$ cat config.mk
export PLATFORM = sky130hd
export DESIGN_NAME = pipe_stage_reg
export DESIGN_NICKNAME = d
export VERILOG_FILES = /design/src/rtl/pipe_stage_reg.sv
export SDC_FILE = /design/constraint.sdc
export NUM_CORES = 1
export LEC_CHECK = 0
export ABC_AREA = 1
export CORE_MARGIN = 2
export CORE_UTILIZATION = 35
export DETAILED_ROUTE_END_ITERATION = 10
export HOLD_SLACK_MARGIN = 0.03
export PLACE_DENSITY = 0.69
export SYNTH_ARGS = -nofsm -noshare
export SYNTH_HDL_FRONTEND = slang
export SYNTH_SLANG_ARGS = --single-unit
export TNS_END_PERCENT = 30
$ cat constraint.sdc
create_clock -name clk -period 10.9 [get_ports clk]
set_input_delay 2.18 -clock clk [delete_from_list [all_inputs] [get_ports clk]]
set_output_delay 2.18 -clock clk [all_outputs]
set_load 0.005 [all_outputs]
$ cat src/rtl/pipe_stage_reg.sv
// Generic pipeline boundary register: clearable payload, preserved sideband, valid bit,
// flush, saturating bubble/hold counters and a sticky stall watchdog.
module pipe_stage_reg #(
    parameter int DATA_W   = 128,
    parameter int SIDE_W   = 66,
    parameter int STALL_W  = 6,
    parameter int STAGE    = 2,
    parameter int CNT_W    = 16,
    parameter int WDOG_CYC = 1024
) (
    input  logic               clk,
    input  logic               rst,
    input  logic [STALL_W-1:0] stall,
    input  logic               flush,
    input  logic               cnt_clr,
    input  logic               in_valid,
    input  logic [DATA_W-1:0]  in_data,
    input  logic [SIDE_W-1:0]  in_side,
    output logic               out_valid,
    output logic [DATA_W-1:0]  out_data,
    output logic [SIDE_W-1:0]  out_side,
    output logic [CNT_W-1:0]   bubble_cnt,
    output logic [CNT_W-1:0]   hold_cnt,
    output logic               wdog_timeout
);

    logic do_bubble, do_hold, do_load;
    // Only our own and the downstream stall bits matter; the rest are deliberately dropped.
    logic unused_stall;
    assign unused_stall = ^stall;

    always_comb begin
        do_bubble = !flush && stall[STAGE] && !stall[STAGE+1];
        do_hold   = !flush && stall[STAGE] &&  stall[STAGE+1];
        do_load   = !flush && !stall[STAGE];
    end

    always_ff @(posedge clk or posedge rst) begin
        if (rst) begin
            out_valid <= 1'b0;
            out_data  <= '0;
            out_side  <= '0;
        end else if (flush) begin
            out_valid <= 1'b0;
            out_data  <= '0;
            out_side  <= '0;
        end else if (do_bubble) begin
            out_valid <= 1'b0;
            out_data  <= '0;
        end else if (do_load) begin
            out_valid <= in_valid;
            out_data  <= in_valid ? in_data : '0;
            out_side  <= in_side;
        end
    end

    always_ff @(posedge clk or posedge rst) begin
        if (rst) begin
            bubble_cnt <= '0;
            hold_cnt   <= '0;
        end else if (cnt_clr) begin
            bubble_cnt <= '0;
            hold_cnt   <= '0;
        end else begin
            if (do_bubble && !(&bubble_cnt)) bubble_cnt <= bubble_cnt + 1'b1;
            if (do_hold && !(&hold_cnt))     hold_cnt   <= hold_cnt + 1'b1;
        end
    end

    generate
        if (WDOG_CYC > 0) begin : g_wdog
            localparam int RUN_W = (WDOG_CYC > 1) ? $clog2(WDOG_CYC + 1) : 1;
            logic [RUN_W-1:0] run, run_inc;

            // Run length parks at the limit so a very long hold never wraps back under it.
            assign run_inc = (run == RUN_W'(WDOG_CYC)) ? run : run + 1'b1;

            always_ff @(posedge clk or posedge rst) begin
                if (rst) begin
                    run          <= '0;
                    wdog_timeout <= 1'b0;
                end else begin
                    run <= do_hold ? run_inc : '0;
                    if (flush || cnt_clr)
                        wdog_timeout <= 1'b0;
                    else if (do_hold && run_inc == RUN_W'(WDOG_CYC))
                        wdog_timeout <= 1'b1;
                end
            end
        end else begin : g_no_wdog
            assign wdog_timeout = 1'b0;
        end
    endgenerate

endmodule

==> impl_metrics.json, run 1 <==
{
  "ys_ff_latch": 239,
  "wl_per_cell_um": 19.29,
  "syn-num-nets": 1026,
  "grt.total_usage_pct": 20.44,
  "cts_buffer_depth": 3,
  "crit_fanout": 69,
  "path_class": "primary input to register",
  "drt_iter0_markers": 651,
  "setup.worst_path.end_class": "register",
  "gp_congestion": 0.8257,
  "fin_nets": 1428,
  "report.final.slew_viol_count": 0,
  "vias": 8318,
  "peakVddDrop_uv": 115.7,
  "hold_viol_final": 0,
  "worstSkewPairLatency_ns": 0.53,
  "post-route-min-period_ns": 5.203,
  "synth_area_sq_mm": 0.009653,
  "numCtsBuffers": 27,
  "postRouteAntennaNets": 0,
  "seq_area_frac_synth_pct": 61.96,
  "cts_setup_buffers": 0,
  "die_x_um": 170.1,
  "synth_top_cells_by_area": "dfrtp_1 (62%), a32o_1 (13%), a22o_1 (6.1%)",
  "total_power_w": 0.002142,
  "max-slew-margin-rel_pct": 43.72,
  "antenna_found_initial": 3,
  "start_kind": "primary input",
  "yosysWarnings": 0,
  "dp_hpwl_um": 20950,
  "fin_skew_ns": 0.01108,
  "async_flop_share_pct": 100.0,
  "synth_top_area_share_pct": 61.96,
  "grt_pass1_vias": 8390,
  "crit_start": "stall[2]",
  "clk_transition_reported_paths_ns": 0.06,
  "grt_pass1_wl_um": 46930,
  "powerDensity_mw_per_mm2": 141.6,
  "leakagePower_nw": 6.459,
  "drive_above_1_share_pct": 6.129,
  "tns_ns": 0,
  "setup_violations": 0,
  "worst_pin_slew_ns": 0.8433,
  "clockRootBuffer": "clkbuf_16",
  "grt_overflow": 0,
  "htreeDepth": 1,
  "period_share_pct": 47.73,
  "min_from": "out_data[127]",
  "n_antenna_cell": 0,
  "via_per_inst": 5.261,
  "grt_max_degree": 111,
  "final.fill_count": 2308,
  "utilization_pct": 55.99,
  "ys_types": 33,
  "design_area_sq_mm": 0.01513,
  "synthFlopType": "dfrtp_1",
  "rr_startpoint": "bubble_cnt[1]",
  "cts_hold_buf": 0,
  "max_freq_ghz": 0.1922,
  "avgSynthCellArea_sq_um": 11.82,
  "clock_sinks": 239,
  "dieArea_sq_mm": 0.02892,
  "synth_common_cells": "dfrtp_1 (239), a32o_1 (128), nand2_1 (83)",
  "post_dp_cell_area_sq_mm": 0.01416,
  "hp-class": "register to register",
  "critical_path_required_ns": 11.37,
  "cp.arrival_ns": 5.67,
  "port-buffer-count": 428,
  "start_util_pct": 35.72,
  "die_y_um": 170.1,
  "maxCapViolations": 0,
  "synth-edff-count": 0,
  "rows": 60,
  "cts_tree": "yes",
  "synth_most_common_cell": "dfrtp_1",
  "cts.repair.resized": 0,
  "synthCells": 817,
  "num_io_pins": 433,
  "status": "finished, final reports clean",
  "grt_setup_unrepaired": "false",
  "synth_largest_area_cell": "dfrtp_1",
  "core_sq_mm": 0.02703,
  "drc": 0,
  "firstDrtPassIters": 5,
  "wl_um": 30500,
  "areaGrowthSynthToFinish_pct": 56.75
}
[worst max-delay path, stage by stage]
cell	delay, ns
clkdlybuf4s50_1	0.55
inv_1	0.10
nor2_4	0.08
buf_4	0.55
nand2_1	0.47
inv_4	0.70
buf_4	0.67
a22o_1	0.23
[through the flow]
stage               setup WS [ns]  std cells  hold slack [ns]
global route                5.299       1581           0.5018
CTS                         5.643       1581           0.4935
finish                      5.697       1581           0.4880
floorplan                   2.160        817           0.4893
global placement            5.074       1531           0.4718
detailed placement          5.071       1531           0.4799
[metal layers]
| metal | track usage, % | part of all wire [%] | vias up |
|---|---|---|---|
| met5 | 0 | 0 | - |
| met4 | 6.838 | 3.4 | 0 |
| met3 | 6.093 | 8.0 | 53 |
| met2 | 34.68 | 50 | 302 |
| met1 | 24.90 | 39 | 4131 |
| li1 | - | - | 3832 |
[placed cells by master (no fill, tap or decap), types with 5 or more instances in the layout]
cell type        instances
clkinvlp_4               5
xor2_1                  14
dfrtp_1                239
nand3_1                 35
nor3_1                  10
inv_1                   49
clkbuf_8                 6
buf_4                    9
a32o_1                 128
nor2_1                  60
clkbuf_16               27
nand2_1                 83
a21oi_1                 11
o31ai_1                  6
a22o_1                  67
o21ai_0                 17
nand4_1                  6
clkdlybuf4s50_1        427
[where the power goes]
group          switching [W]  internal, W
clock network       0.000381     0.000592
logic              0.0000950     0.000140
registers          0.0000174     0.000917
[cell type report]
type / count / area (sq um) / share of cell area [%]
clock buffers: 33 / 758.2 / 5.011
clock inverters: 17 / 212.7 / 1.406
inverters: 52 / 205.2 / 1.356
multi-input cells: 463 / 3206 / 21.19
flip-flops and latches: 239 / 5981 / 39.53
well taps: 341 / 426.7 / 2.820
repair buffers: 436 / 4342 / 28.69
[registers in the layout (all words and copies together) (netlist names)]
register      cells
out_data        128
bubble_cnt       16
wdog_timeout      1
out_valid         1
hold_cnt         16
out_side         66
g_wdog.run       11
[path summary, 6_finish.rpt]
| kind | to | slack (ns) | cells past startpoint |
|---|---|---|---|
| worst min-delay path | out_data[127] | 0.49 | 1 |
| max in group asynchronous | hold_cnt[0] | 7.34 | 3 |
| worst max register to register | bubble_cnt[5] | 8.95 | 9 |
| worst min register to register | out_data[127] | 0.49 | 1 |
| min in group asynchronous | out_data[95] | 2.17 | 2 |
| worst max-delay path | out_valid | 5.70 | 8 |
[kinds of logic after synthesis]
kind of cell	count (synthesis)	share of synthesized area (%)
XOR/XNOR	14	1.270
buffers and inverters	115	4.938
flip-flops	239	61.96
AO/OA/AOI/OAI	235	21.76
AND/OR/NAND/NOR	210	9.553
adder cells (fa/ha/maj)	4	0.5185
Note: power is estimated with default switching activity, not from simulation.
==> inputs of run 2 (changes only) <==
--- a/config.mk
+++ b/config.mk
@@ -10,7 +10,7 @@
 export CORE_UTILIZATION = 35
 export DETAILED_ROUTE_END_ITERATION = 10
 export HOLD_SLACK_MARGIN = 0.03
-export PLACE_DENSITY = 0.69
+export PLACE_DENSITY = 0.72
 export SYNTH_ARGS = -nofsm -noshare
 export SYNTH_HDL_FRONTEND = slang
 export SYNTH_SLANG_ARGS = --single-unit
==> constraint.sdc (replaced) <==
create_clock -name clk -period 4.6 [get_ports clk]
set_input_delay 0.92 -clock clk [delete_from_list [all_inputs] [get_ports clk]]
set_output_delay 0.92 -clock clk [all_outputs]
set_load 0.005 [all_outputs]
==> impl_metrics.json, run 2 (synthesized netlist as in run 1, its figures left out) <==
{
  "status": "finished, final reports clean",
  "postRouteAntennaNets": 0,
  "cts_buffer_depth": 3,
  "period_share_pct": 55.58,
  "final_common_cell": "clkdlybuf4s50_1",
  "fin_nets": 1434,
  "post-route-min-period_ns": 2.557,
  "pwr-share-comb_pct": 11.4,
  "grt.total_usage_pct": 20.03,
  "cts.repair.resized": 0,
  "clock_sinks": 239,
  "largest-register": "out_data",
  "htreeDepth": 1,
  "wl_per_cell_um": 19.20,
  "drt_iter0_markers": 561,
  "max-slew-margin-rel_pct": 34.05,
  "start_util_pct": 35.72,
  "gp_congestion": 0.8148,
  "critical_path_required_ns": 5.01,
  "sw_frac_of_total_pct": 22.86,
  "firstDrtPassIters": 5,
  "die_y_um": 170.1,
  "crit_fanout": 131,
  "endpoint": "hold_cnt[8]",
  "regArea_sq_mm": 0.005981,
  "cts_tree": "yes",
  "reg_top3": "out_data: 128 flops, out_side: 66 flops",
  "setup_violations": 0,
  "final.fill_count": 2324,
  "multi_input_area_sq_mm": 0.003206,
  "dp_hpwl_um": 20770,
  "p_int_w": 0.003808,
  "crit_start": "stall[2]",
  "peakVddDrop_uv": 298.9,
  "clk_transition_reported_paths_ns": 0.06,
  "rr_startpoint": "bubble_cnt[0]",
  "most-common-layout-cells": "clkdlybuf4s50_1 (427), dfrtp_1 (239), a32o_1 (128)",
  "fin_skew_ns": 0.005911,
  "report.final.slew_viol_count": 0,
  "num_io_pins": 433,
  "wl_um": 30430,
  "layout.cells.non_filler": 1585,
  "power_frac_clock_pct": 43.7,
  "worst_pin_slew_ns": 0.9892,
  "grt_pass1_wl_um": 46220,
  "dp.cells": 1536,
  "powerDensity_mw_per_mm2": 325.9,
  "grt_max_degree": 132,
  "start_kind": "primary input",
  "numCtsBuffers": 28,
  "finalWorstSetupSlack_ns": 2.043,
  "leakagePower_nw": 6.471,
  "rrSetupSlack_ns": 2.68,
  "drive_above_1_share_pct": 6.029,
  "reg2reg_depth": 9,
  "p_sw_w": 0.001129,
  "rr_endpoint": "bubble_cnt[5]",
  "die_x_um": 170.1,
  "hold_viol_final": 0,
  "via_per_inst": 5.312,
  "max_freq_ghz": 0.3912,
  "maxCapViolations": 0,
  "grt_setup_unrepaired": "false",
  "cp.arrival_ns": 2.97,
  "dieArea_sq_mm": 0.02892,
  "cts_hold_buf": 0,
  "worstSkewPairLatency_ns": 0.53,
  "grt_pass1_vias": 8431,
  "drc": 0,
  "tns_ns": 0,
  "port-buffer-count": 428,
  "antenna_found_initial": 0,
  "holdWs_ns": 0.4877,
  "hp-class": "register to register",
  "cts_setup_buffers": 0,
  "place_ws_ns": 1.389,
  "clockRootBuffer": "clkbuf_16",
  "core_sq_mm": 0.02703,
  "seqPwrFrac_pct": 44.9,
  "grt_overflow": 0,
  "n_antenna_cell": 0,
  "areaGrowthSynthToFinish_pct": 56.90,
  "path_class": "primary input to register",
  "setup.worst_path.end_class": "register",
  "vias": 8419,
  "largest_reg_flops": 128,
  "rows": 60
}
[run 2: changes by cell type in the layout (fill, tap and decap cells not counted), sizes merged]
cell / delta
inv: -3
clkbuf: +7
clkinvlp: -2
bufinv: -3
buf: +5
[run 2: worst min-delay path by stage]
stage               cells after the start       endpoint     startpoint
finish                                  1    out_data[3]    out_data[3]
global route                            1  out_data[113]  out_data[113]
CTS                                     1   out_data[53]   out_data[53]
detailed placement                      1   out_data[93]   out_data[93]
global placement                        1   out_data[49]   out_data[49]
floorplan                               1    out_data[0]    out_data[0]
[run 2: routing by layer]
layer	part of all wire (%)	vias to the layer above	GRT usage [%]
met3	7.9	52	5.814
met4	3.0	0	6.020
met5	0	-	0
li1	-	3845	-
met2	50	325	34.50
met1	39	4197	24.33
[run 2: stage by stage]
step	utilization [%]	power, W	area [sq um]
2_1_floorplan	-	0.002435	9657
3_3_place_gp	52.70	0.002813	14240
3_5_place_dp	52.70	0.002822	14240
4_1_cts	56.04	0.005011	15150
5_1_grt	56.04	0.005132	15150
6_report	56.04	0.004936	15150
[run 2: power groups by stage]
| stage | combinational, W | sequential (W) | clock, W |
|---|---|---|---|
| after floorplan | 0.000178 | 0.00226 | 0 |
| after global placement | 0.000564 | 0.00225 | 0 |
| after detailed placement | 0.000570 | 0.00225 | 0 |
| after CTS | 0.000573 | 0.00222 | 0.00222 |
| after global routing | 0.000608 | 0.00222 | 0.00230 |
| final | 0.000565 | 0.00222 | 0.00216 |
[run 2: layout make-up]
cell class | count | share of cell area (%)
flip-flops and latches | 239 | 39.49
repair buffers | 441 | 29.24
multi-input cells | 463 | 21.16
clock buffers | 40 | 5.461
well taps | 341 | 2.817
inverters | 52 | 1.330
clock inverters | 9 | 0.4957
[run 2: critical path, cell delays in order]
cell,delay (ns)
clkdlybuf4s50_1,0.52
inv_1,0.10
nor2_4,0.08
nand2_1,0.29
inv_4,0.16
buf_12,0.39
nand4_1,0.20
o21ai_0,0.20
a21oi_1,0.06
==> inputs of run 3 (changes only) <==
==> constraint.sdc (replaced) <==
create_clock -name clk -period 2.35 [get_ports clk]
set_input_delay 0.47 -clock clk [delete_from_list [all_inputs] [get_ports clk]]
set_output_delay 0.47 -clock clk [all_outputs]
set_load 0.005 [all_outputs]
==> impl_metrics.json, run 3 (synthesized netlist as in run 1, its figures left out) <==
{
  "status": "finished, final reports clean",
  "pwr-share-comb_pct": 11.8,
  "wl_per_cell_um": 19.31,
  "drt_iter0_markers": 519,
  "grt_setup_unrepaired": "false",
  "antenna_found_initial": 0,
  "die_x_um": 170.1,
  "layout.cells.non_filler": 1596,
  "clockRootBuffer": "clkbuf_16",
  "fin_skew_ns": 0.02277,
  "leakagePower_nw": 6.567,
  "maxCapViolations": 0,
  "dieArea_sq_mm": 0.02892,
  "cts.repair.resized": 0,
  "drc": 0,
  "p_sw_w": 0.002210,
  "cts_hold_buf": 0,
  "cp.arrival_ns": 1.56,
  "firstDrtPassIters": 5,
  "slowest_delay_ns": 0.57,
  "vias": 8408,
  "htreeDepth": 1,
  "crit_fanout": 5,
  "setup.worst_path.end_class": "output port",
  "clk_transition_reported_paths_ns": 0.06,
  "final_common_cell": "clkdlybuf4s50_1",
  "regArea_sq_mm": 0.005981,
  "drive_above_1_share_pct": 7.092,
  "grt_overflow": 0,
  "place_ws_ns": 0.1388,
  "areaGrowthSynthToFinish_pct": 58.85,
  "hp-class": "primary input to async pin",
  "cts_tree": "yes",
  "crit_family": "buffers and inverters",
  "multi_input_area_sq_mm": 0.003206,
  "period_share_pct": 86.39,
  "clock_sinks": 239,
  "powerDensity_mw_per_mm2": 633.4,
  "peakVddDrop_uv": 648.8,
  "power_frac_clock_pct": 43.6,
  "reg_top3": "out_data: 128 flops, out_side: 66 flops",
  "post-route-min-period_ns": 2.030,
  "finalWorstSetupSlack_ns": 0.3199,
  "rows": 60,
  "via_per_inst": 5.268,
  "worstSkewPairLatency_ns": 0.54,
  "path_cells": "clkdlybuf4s50_1",
  "path_buf_inv": 1,
  "cts_buffer_depth": 3,
  "seqPwrFrac_pct": 44.7,
  "grt_pass1_wl_um": 47200,
  "worst_pin_slew_ns": 0.7463,
  "core_sq_mm": 0.02703,
  "report.final.slew_viol_count": 0,
  "max-slew-margin-rel_pct": 50.25,
  "hold_viol_final": 0,
  "grt.total_usage_pct": 20.50,
  "critical_path_required_ns": 1.88,
  "fin_nets": 1445,
  "setup_violations": 0,
  "crit_slowest_cell": "clkdlybuf4s50_1",
  "postRouteAntennaNets": 0,
  "cts_setup_buffers": 0,
  "p_int_w": 0.007503,
  "numCtsBuffers": 26,
  "utilization_pct": 56.74,
  "port-buffer-count": 428,
  "wl_um": 30830,
  "start_util_pct": 35.72,
  "die_y_um": 170.1,
  "total_power_w": 0.009713,
  "largest-register": "out_data",
  "tns_ns": 0,
  "largest_reg_flops": 128,
  "dp.cells": 1549,
  "start_kind": "register",
  "most-common-layout-cells": "clkdlybuf4s50_1 (427), dfrtp_1 (239), a32o_1 (128)",
  "gp_congestion": 0.8396,
  "max_freq_ghz": 0.4926,
  "final.fill_count": 2295,
  "grt_pass1_vias": 8631,
  "path_class": "register to output port",
  "dp_hpwl_um": 21830,
  "num_io_pins": 433,
  "sw_frac_of_total_pct": 22.75,
  "n_antenna_cell": 0,
  "grt_max_degree": 100
}
[run 3: cell count changes in the layout (fill, tap and decap cells not counted), moves of 3 or more]
cell and delta:
buf_12 +7, buf_4 +6, clkbuf_8 +4, clkbuf_1 -3
clkbuf_16 -3
[run 3: layout make-up]
| cell class | instances | share of cell area [%] |
|---|---|---|
| clock inverter | 9 | 0.7099 |
| multi-input combinational | 463 | 20.91 |
| inverter | 52 | 1.314 |
| sequential | 239 | 39.00 |
| tap | 341 | 2.783 |
| timing repair buffer | 454 | 30.09 |
| clock buffer | 38 | 5.190 |
[run 3: power by group through the flow]
stage,sequential [W],combinational [W],clock (W)
detailed placement,0.00441,0.00115,0
global placement,0.00440,0.00114,0
floorplan,0.00442,0.000349,0
finish,0.00434,0.00114,0.00423
CTS,0.00434,0.00116,0.00435
global route,0.00435,0.00123,0.00452
[run 3: stage by stage]
stage | cell area [sq um] | hold WS, ns
3_5_place_dp | 14430 | 0.4798
3_3_place_gp | 14430 | 0.4714
5_1_grt | 15330 | 0.1983
2_1_floorplan | 9657 | 0.4893
6_report | 15330 | 0.2219
4_1_cts | 15330 | 0.1963
[run 3: worst paths after layout]
check / startpoint / to / slack, ns / cells after the start
setup reg to reg: bubble_cnt[0] / bubble_cnt[5] / 0.42 / 9
max in group asynchronous: rst / hold_cnt[14] / 1.33 / 3
setup / recovery: hold_cnt[13] / hold_cnt[13] / 0.32 / 1
hold / removal: rst / out_side[25] / 0.22 / 2
hold reg to reg: out_data[68] / out_data[68] / 0.49 / 1
min in group clk: in_valid / out_data[95] / 0.48 / 2
[run 3: per-layer routing]
metal	share of wire [%]	global-route usage [%]	up-vias
met5	0	0	-
met4	2.8	5.723	0
met3	7.7	5.907	48
met2	51	36.16	295
met1	39	24.38	4211
li1	-	-	3854
